==> src/rtl/apb_uart_pkg.sv <==
// Shared definitions for the APB UART sequencer: UART register map,
// STAT bit positions and the sequencer state encoding.
package apb_uart_pkg;

  // UART register word addresses (byte address >> 2)
  localparam logic [5:0] A_CTRL    = 6'h00;
  localparam logic [5:0] A_STAT    = 6'h01;
  localparam logic [5:0] A_TXD     = 6'h02;
  localparam logic [5:0] A_RXD     = 6'h03;
  localparam logic [5:0] A_BAUDDIV = 6'h04;
  localparam logic [5:0] A_INTCLR  = 6'h05;

  // STAT register bits
  localparam int STAT_TXFULL  = 0;
  localparam int STAT_RXAVAIL = 1;
  localparam int STAT_TXOVR   = 2;
  localparam int STAT_RXOVR   = 3;

  typedef enum logic [2:0] {
    ST_INIT_BAUD,
    ST_INIT_CTRL,
    ST_POLL,
    ST_RD_RXD,
    ST_CLR_STAT,
    ST_WR_TXD
  } seq_state_e;

endpackage

==> src/rtl/apb_xfer_engine.sv <==
// Two-phase APB master handshake. A new request is launched whenever the
// bus is idle or the current transfer completes, so back-to-back transfers
// need no idle cycle. Address/data are dropped to zero when the bus idles.
module apb_xfer_engine (
  input  logic        PCLK,
  input  logic        PRESET,
  input  logic        i_req,
  input  logic [5:0]  i_addr,
  input  logic        i_write,
  input  logic [31:0] i_wdata,
  output logic        o_done,
  output logic [31:0] o_rdata,
  output logic        M_PSEL,
  output logic        M_PENABLE,
  output logic        M_PWRITE,
  output logic [5:0]  M_PADDR,
  output logic [31:0] M_PWDATA,
  input  logic [31:0] M_PRDATA,
  input  logic        M_PREADY
);

  logic        r_psel, r_penable, r_pwrite;
  logic [5:0]  r_paddr;
  logic [31:0] r_pwdata;

  assign o_done    = r_psel & r_penable & M_PREADY;
  assign o_rdata   = M_PRDATA;
  assign M_PSEL    = r_psel;
  assign M_PENABLE = r_penable;
  assign M_PWRITE  = r_pwrite;
  assign M_PADDR   = r_paddr;
  assign M_PWDATA  = r_pwdata;

  // setup -> access (held while PREADY low) -> next setup or idle
  always_ff @(posedge PCLK) begin
    if (PRESET) begin
      r_psel    <= 1'b0;
      r_penable <= 1'b0;
      r_pwrite  <= 1'b0;
      r_paddr   <= '0;
      r_pwdata  <= '0;
    end else if (!r_psel || o_done) begin
      if (i_req) begin
        r_psel    <= 1'b1;
        r_penable <= 1'b0;
        r_pwrite  <= i_write;
        r_paddr   <= i_addr;
        r_pwdata  <= i_write ? i_wdata : 32'h0;
      end else begin
        r_psel    <= 1'b0;
        r_penable <= 1'b0;
        r_pwrite  <= 1'b0;
        r_paddr   <= '0;
        r_pwdata  <= '0;
      end
    end else begin
      r_penable <= 1'b1;
    end
  end

endmodule

==> src/rtl/apb_uart_sequencer.sv <==
// Autonomous APB master for one UART: programs BAUDDIV and CTRL, then loops
// polling STAT and servicing RX drain, overrun clear and TX push. Policy
// lives here; the bus handshake lives in apb_xfer_engine.
module apb_uart_sequencer
  import apb_uart_pkg::*;
#(
  parameter logic [19:0] BAUD_DIV  = 20'd434,
  parameter logic [3:0]  CTRL_INIT = 4'b0011
) (
  input  logic        PCLK,
  input  logic        PRESET,
  output logic        M_PSEL,
  output logic        M_PENABLE,
  output logic        M_PWRITE,
  output logic [5:0]  M_PADDR,
  output logic [31:0] M_PWDATA,
  input  logic [31:0] M_PRDATA,
  input  logic        M_PREADY,
  input  logic [7:0]  tx_data,
  input  logic        tx_valid,
  output logic        tx_ready,
  output logic [7:0]  rx_data,
  output logic        rx_valid,
  input  logic        rx_ready,
  output logic        init_done,
  output logic        rx_ovr,
  output logic        tx_ovr,
  input  logic        err_clr
);

  seq_state_e  r_state, w_next, w_cmd;
  logic [3:0]  r_stat;
  logic        r_rx_full, r_init_done, r_rx_ovr, r_tx_ovr;
  logic [7:0]  r_rx_data;
  logic        w_done, w_write, w_set_rx, w_set_tx;
  logic [5:0]  w_addr;
  logic [31:0] w_wdata, w_rdata;

  // Successor of the transfer now in flight; STAT decision uses the word
  // read in the completing POLL cycle and the holding register at that edge.
  always_comb begin
    w_next = ST_POLL;
    case (r_state)
      ST_INIT_BAUD: w_next = ST_INIT_CTRL;
      ST_POLL: begin
        if (w_rdata[STAT_RXAVAIL] && !r_rx_full)       w_next = ST_RD_RXD;
        else if (|w_rdata[STAT_RXOVR:STAT_TXOVR])      w_next = ST_CLR_STAT;
        else if (tx_valid && !w_rdata[STAT_TXFULL])    w_next = ST_WR_TXD;
        else                                           w_next = ST_POLL;
      end
      default: w_next = ST_POLL;
    endcase
  end

  // Command for the transfer the engine launches next (after reset or on done)
  always_comb begin
    w_cmd   = w_done ? w_next : r_state;
    w_addr  = A_STAT;
    w_write = 1'b0;
    w_wdata = 32'h0;
    case (w_cmd)
      ST_INIT_BAUD: begin w_addr = A_BAUDDIV; w_write = 1'b1; w_wdata = {12'h0, BAUD_DIV}; end
      ST_INIT_CTRL: begin w_addr = A_CTRL;    w_write = 1'b1; w_wdata = {28'h0, CTRL_INIT}; end
      ST_RD_RXD:    begin w_addr = A_RXD; end
      ST_CLR_STAT:  begin
        w_addr = A_STAT; w_write = 1'b1;
        w_wdata = {28'h0, w_rdata[STAT_RXOVR:STAT_TXOVR], 2'b00};
      end
      ST_WR_TXD:    begin w_addr = A_TXD;     w_write = 1'b1; w_wdata = {24'h0, tx_data}; end
      default: ;
    endcase
  end

  // The sequencer always has its next transfer lined up.
  apb_xfer_engine u_xfer (
    .PCLK      (PCLK),
    .PRESET    (PRESET),
    .i_req     (1'b1),
    .i_addr    (w_addr),
    .i_write   (w_write),
    .i_wdata   (w_wdata),
    .o_done    (w_done),
    .o_rdata   (w_rdata),
    .M_PSEL    (M_PSEL),
    .M_PENABLE (M_PENABLE),
    .M_PWRITE  (M_PWRITE),
    .M_PADDR   (M_PADDR),
    .M_PWDATA  (M_PWDATA),
    .M_PRDATA  (M_PRDATA),
    .M_PREADY  (M_PREADY)
  );

  assign w_set_rx = w_done && (r_state == ST_CLR_STAT) && r_stat[STAT_RXOVR];
  assign w_set_tx = w_done && (r_state == ST_CLR_STAT) && r_stat[STAT_TXOVR];

  // Sequencer state, RX holding register and sticky flags (set beats clear)
  always_ff @(posedge PCLK) begin
    if (PRESET) begin
      r_state     <= ST_INIT_BAUD;
      r_stat      <= '0;
      r_rx_full   <= 1'b0;
      r_rx_data   <= '0;
      r_init_done <= 1'b0;
      r_rx_ovr    <= 1'b0;
      r_tx_ovr    <= 1'b0;
    end else begin
      if (w_done) r_state <= w_next;
      if (w_done && r_state == ST_POLL) r_stat <= w_rdata[3:0];
      if (w_done && r_state == ST_INIT_CTRL) r_init_done <= 1'b1;
      if (w_done && r_state == ST_RD_RXD) begin
        r_rx_full <= 1'b1;
        r_rx_data <= w_rdata[7:0];
      end else if (r_rx_full && rx_ready) begin
        r_rx_full <= 1'b0;
      end
      r_rx_ovr <= (r_rx_ovr && !err_clr) || w_set_rx;
      r_tx_ovr <= (r_tx_ovr && !err_clr) || w_set_tx;
    end
  end

  assign tx_ready  = w_done && (r_state == ST_WR_TXD);
  assign rx_valid  = r_rx_full;
  assign rx_data   = r_rx_data;
  assign init_done = r_init_done;
  assign rx_ovr    = r_rx_ovr;
  assign tx_ovr    = r_tx_ovr;

endmodule

==> config.mk <==
export PLATFORM = sky130hd
export DESIGN_NAME = apb_uart_sequencer
export DESIGN_NICKNAME = d
export VERILOG_FILES = /design/src/rtl/apb_uart_pkg.sv /design/src/rtl/apb_xfer_engine.sv /design/src/rtl/apb_uart_sequencer.sv
export SDC_FILE = /design/constraint.sdc
export NUM_CORES = 1
export LEC_CHECK = 0
export CORE_ASPECT_RATIO = 2
export CORE_MARGIN = 2
export CORE_UTILIZATION = 58
export DETAILED_ROUTE_END_ITERATION = 8
export DONT_BUFFER_PORTS = 1
export PLACE_DENSITY = 0.76
export SLEW_MARGIN = 30
export SYNTH_ARGS = -nofsm -noshare
export SYNTH_HDL_FRONTEND = slang
export SYNTH_HIERARCHICAL = 1
export SYNTH_SLANG_ARGS = --single-unit
==> constraint.sdc <==
create_clock -name PCLK -period 2 [get_ports PCLK]
set_input_delay 0.2 -clock PCLK [delete_from_list [all_inputs] [get_ports PCLK]]
set_output_delay 0.2 -clock PCLK [all_outputs]
set_load 0.005 [all_outputs]
==> impl_metrics.xml <==
<?xml version="1.0" encoding="UTF-8"?>
<metrics>
  <group name="power">
    <metric name="switchingPower" unit="mW">0.551</metric>
    <metric name="power.ir.vdd_worst" unit="mV">0.744</metric>
    <metric name="power.leakage" unit="nW">1.30</metric>
    <metric name="powerDensity" unit="mW/mm2">775</metric>
    <metric name="combinationalPowerShare" unit="%">8.0</metric>
    <metric name="clkPwrFrac" unit="%">42.8</metric>
    <metric name="switching_share" unit="%">22.1</metric>
    <metric name="internal_power" unit="mW">1.95</metric>
    <metric name="seq_power_share" unit="%">49.1</metric>
  </group>
  <group name="floorplanning">
    <metric name="floorplan.initialDensity" unit="%">59.2</metric>
    <metric name="floorplan.die.width" unit="um">53.6</metric>
    <metric name="die_area" unit="mm2">0.00553</metric>
    <metric name="die_y" unit="um">103</metric>
    <metric name="placeableCoreArea" unit="mm2">0.00482</metric>
    <metric name="top_level_ports" unit="">100</metric>
    <metric name="fp-row-count" unit="">36</metric>
  </group>
  <group name="cells_and_area">
    <metric name="antennaDiodeCount" unit="">0</metric>
    <metric name="instances_no_fill" unit="">385</metric>
    <metric name="area_growth" unit="%">12.8</metric>
    <metric name="fin_nets" unit="">369</metric>
    <metric name="layout-drive-gt1-share" unit="%">10.1</metric>
  </group>
  <group name="setup_path">
    <metric name="timing.critical_path.arrival" unit="ps">2130</metric>
    <metric name="setup.worst_path.class" unit="">register to register</metric>
    <metric name="worst_ep_required_time" unit="ps">2220</metric>
    <metric name="path_max_fanout" unit="">9</metric>
    <metric name="timing.critical_path.from_type" unit="">register</metric>
    <metric name="setup.worst_path.end_class" unit="">register</metric>
    <metric name="rrSetupSlack" unit="ps">90</metric>
  </group>
  <group name="detailed_routing">
    <metric name="detail_route.vias_per_cell" unit="">5.38</metric>
    <metric name="drtPass1Iterations" unit="">5</metric>
    <metric name="postRouteAntennaNets" unit="">0</metric>
    <metric name="first_iter_violations" unit="">34</metric>
    <metric name="route.detailed.wl_per_inst" unit="um">15.3</metric>
    <metric name="drt-total-wl" unit="um">5910</metric>
    <metric name="drc" unit="">0</metric>
    <metric name="num_vias" unit="">2072</metric>
  </group>
  <group name="clock_network">
    <metric name="cts_root_buf" unit="">sky130_fd_sc_hd__clkbuf_8</metric>
    <metric name="cts_max_path_buffers" unit="">2</metric>
    <metric name="worstSkewPairLatency" unit="ps">330</metric>
    <metric name="path_clk_slew" unit="ps">60</metric>
    <metric name="h-tree-depth" unit="">3</metric>
    <metric name="tritoncts" unit="">built</metric>
    <metric name="cts.sinks" unit="">58</metric>
    <metric name="numCtsBuffers" unit="">9</metric>
  </group>
  <group name="outcome">
    <metric name="outcome" unit="">complete, no violations</metric>
  </group>
  <group name="sta">
    <metric name="slew_headroom" unit="%">49.8</metric>
    <metric name="fin_crit" unit="ps">1910</metric>
    <metric name="timing.clock.skew" unit="ps">7.30</metric>
    <metric name="drv_slew" unit="">0</metric>
    <metric name="finalSetupViolations" unit="">0</metric>
    <metric name="timing.setup.tns" unit="ps">0</metric>
    <metric name="rsz0062_at_grt" unit="">yes</metric>
    <metric name="fin_worst_hold_slack" unit="ps">21.6</metric>
    <metric name="hold_violations" unit="">0</metric>
    <metric name="timing_worst_slew_pin_value" unit="ps">751</metric>
    <metric name="achievable-frequency" unit="MHz">525</metric>
    <metric name="layout_worst_path_cycle_share" unit="%">95.3</metric>
  </group>
  <group name="grt">
    <metric name="groute.usage.overall" unit="%">22.7</metric>
    <metric name="grt_pass1_vias" unit="">1992</metric>
    <metric name="pin_count_of_the_biggest_net_entering_global_routing" unit="">80</metric>
    <metric name="number_of_antenna_violations_at_the_first_check_in_global_routing" unit="">0</metric>
    <metric name="grt_pass1_wl" unit="um">8930</metric>
    <metric name="grt_remaining_overflow" unit="">0</metric>
  </group>
  <group name="logic_synthesis">
    <metric name="post_synth_inst_count" unit="">300</metric>
    <metric name="yosysWarningCount" unit="">6</metric>
    <metric name="mappedNetlistArea" unit="mm2">0.00285</metric>
    <metric name="postSynthAreaPerCell" unit="um2">9.51</metric>
  </group>
  <group name="place">
    <metric name="gp_congestion" unit="">0.759</metric>
    <metric name="place.port_buffers" unit="">0</metric>
    <metric name="dpl.cell_count" unit="">360</metric>
    <metric name="post-dp-hpwl" unit="um">3720</metric>
  </group>
  <group name="min_path">
    <metric name="hold_class" unit="">primary input to register</metric>
  </group>
  <group name="run">
    <metric name="max_cap_viol_count" unit="">0</metric>
  </group>
</metrics>
[registers in the layout (all words and copies together) (netlist names)]
signal            count
r_stat                2
u_xfer/M_PWRITE       1
init_done             1
r_state               3
rx_ovr                1
u_xfer/M_PWDATA      32
tx_ovr                1
rx_valid              1
rx_data               8
u_xfer/M_PENABLE      1
u_xfer/M_PSEL         1
u_xfer/M_PADDR        6
[per-layer routing]
metal	global-route usage [%]	vias up	wire, um
li1	-	1045	-
met1	21.6	957	2210
met2	40.8	63	3240
met3	8.91	7	351
met4	10.8	0	102
met5	0	-	0
[path summary, 6_finish.rpt]
| check | cells past startpoint | to | start |
|---|---|---|---|
| setup / recovery | 6 | rx_data[7] | u_xfer/M_PSEL |
| hold / removal | 2 | r_stat[3] | M_PRDATA[3] |
| setup reg to reg | 6 | rx_data[7] | u_xfer/M_PSEL |
| hold reg to reg | 2 | rx_data[1] | rx_data[1] |
[per-stage QoR]
stage	setup slack (ps)	cell area, um2	power, mW	utilization (%)
6_report	94.0	3220	2.50	66.8
4_1_cts	20.5	3200	2.53	66.4
2_1_floorplan	82.7	2960	1.44	-
5_1_grt	-24.9	3220	2.60	66.8
3_3_place_gp	101	2910	1.42	60.4
3_5_place_dp	66.3	2910	1.43	60.4
[layout make-up]
type	instances	area, um2
fillers	398	1600
clock buffers	14	163
inverters	3	11.3
clock inverters	2	35.0
well taps	57	71.3
repair buffers	18	190
flip-flops and latches	58	1160
multi-input cells	233	1590
[critical path, cell delays in order (launching register included)]
cell and delay [ps]:
sky130_fd_sc_hd__dfxtp_1 330, sky130_fd_sc_hd__and3_2 230, sky130_fd_sc_hd__nand2_1 110, sky130_fd_sc_hd__or2_2 370, sky130_fd_sc_hd__nand2_1 90, sky130_fd_sc_hd__a21oi_1 60, sky130_fd_sc_hd__dlygate4sd3_1 590
[placed cells by master, fill, tap and decap left out, types with 5 or more instances in the layout]
cell type	instances
sky130_fd_sc_hd__dfxtp_1	58
sky130_fd_sc_hd__nand2b_1	45
sky130_fd_sc_hd__mux2i_1	43
sky130_fd_sc_hd__nand4b_1	32
sky130_fd_sc_hd__conb_1	30
sky130_fd_sc_hd__nor2_1	17
sky130_fd_sc_hd__nand2_1	17
sky130_fd_sc_hd__a21oi_1	13
sky130_fd_sc_hd__clkbuf_8	11
sky130_fd_sc_hd__dlygate4sd3_1	9
sky130_fd_sc_hd__nand3b_1	7
sky130_fd_sc_hd__buf_4	5
[repair_timing]
action,in CTS,in global routing
setup buffers,0,0
gates resized for setup,0,7
endpoints found under the setup margin,0,8
hold buffers,9,0
hold endpoints to repair,19,0
[power by group through the flow]
stage / logic [mW] / registers, mW / clock network, mW
global route: 0.219 / 1.23 / 1.15
global placement: 0.172 / 1.25 / 0
floorplan: 0.197 / 1.25 / 0
CTS: 0.194 / 1.23 / 1.10
detailed placement: 0.175 / 1.25 / 0
finish: 0.200 / 1.23 / 1.07
Power figures use the tool's default switching activity.
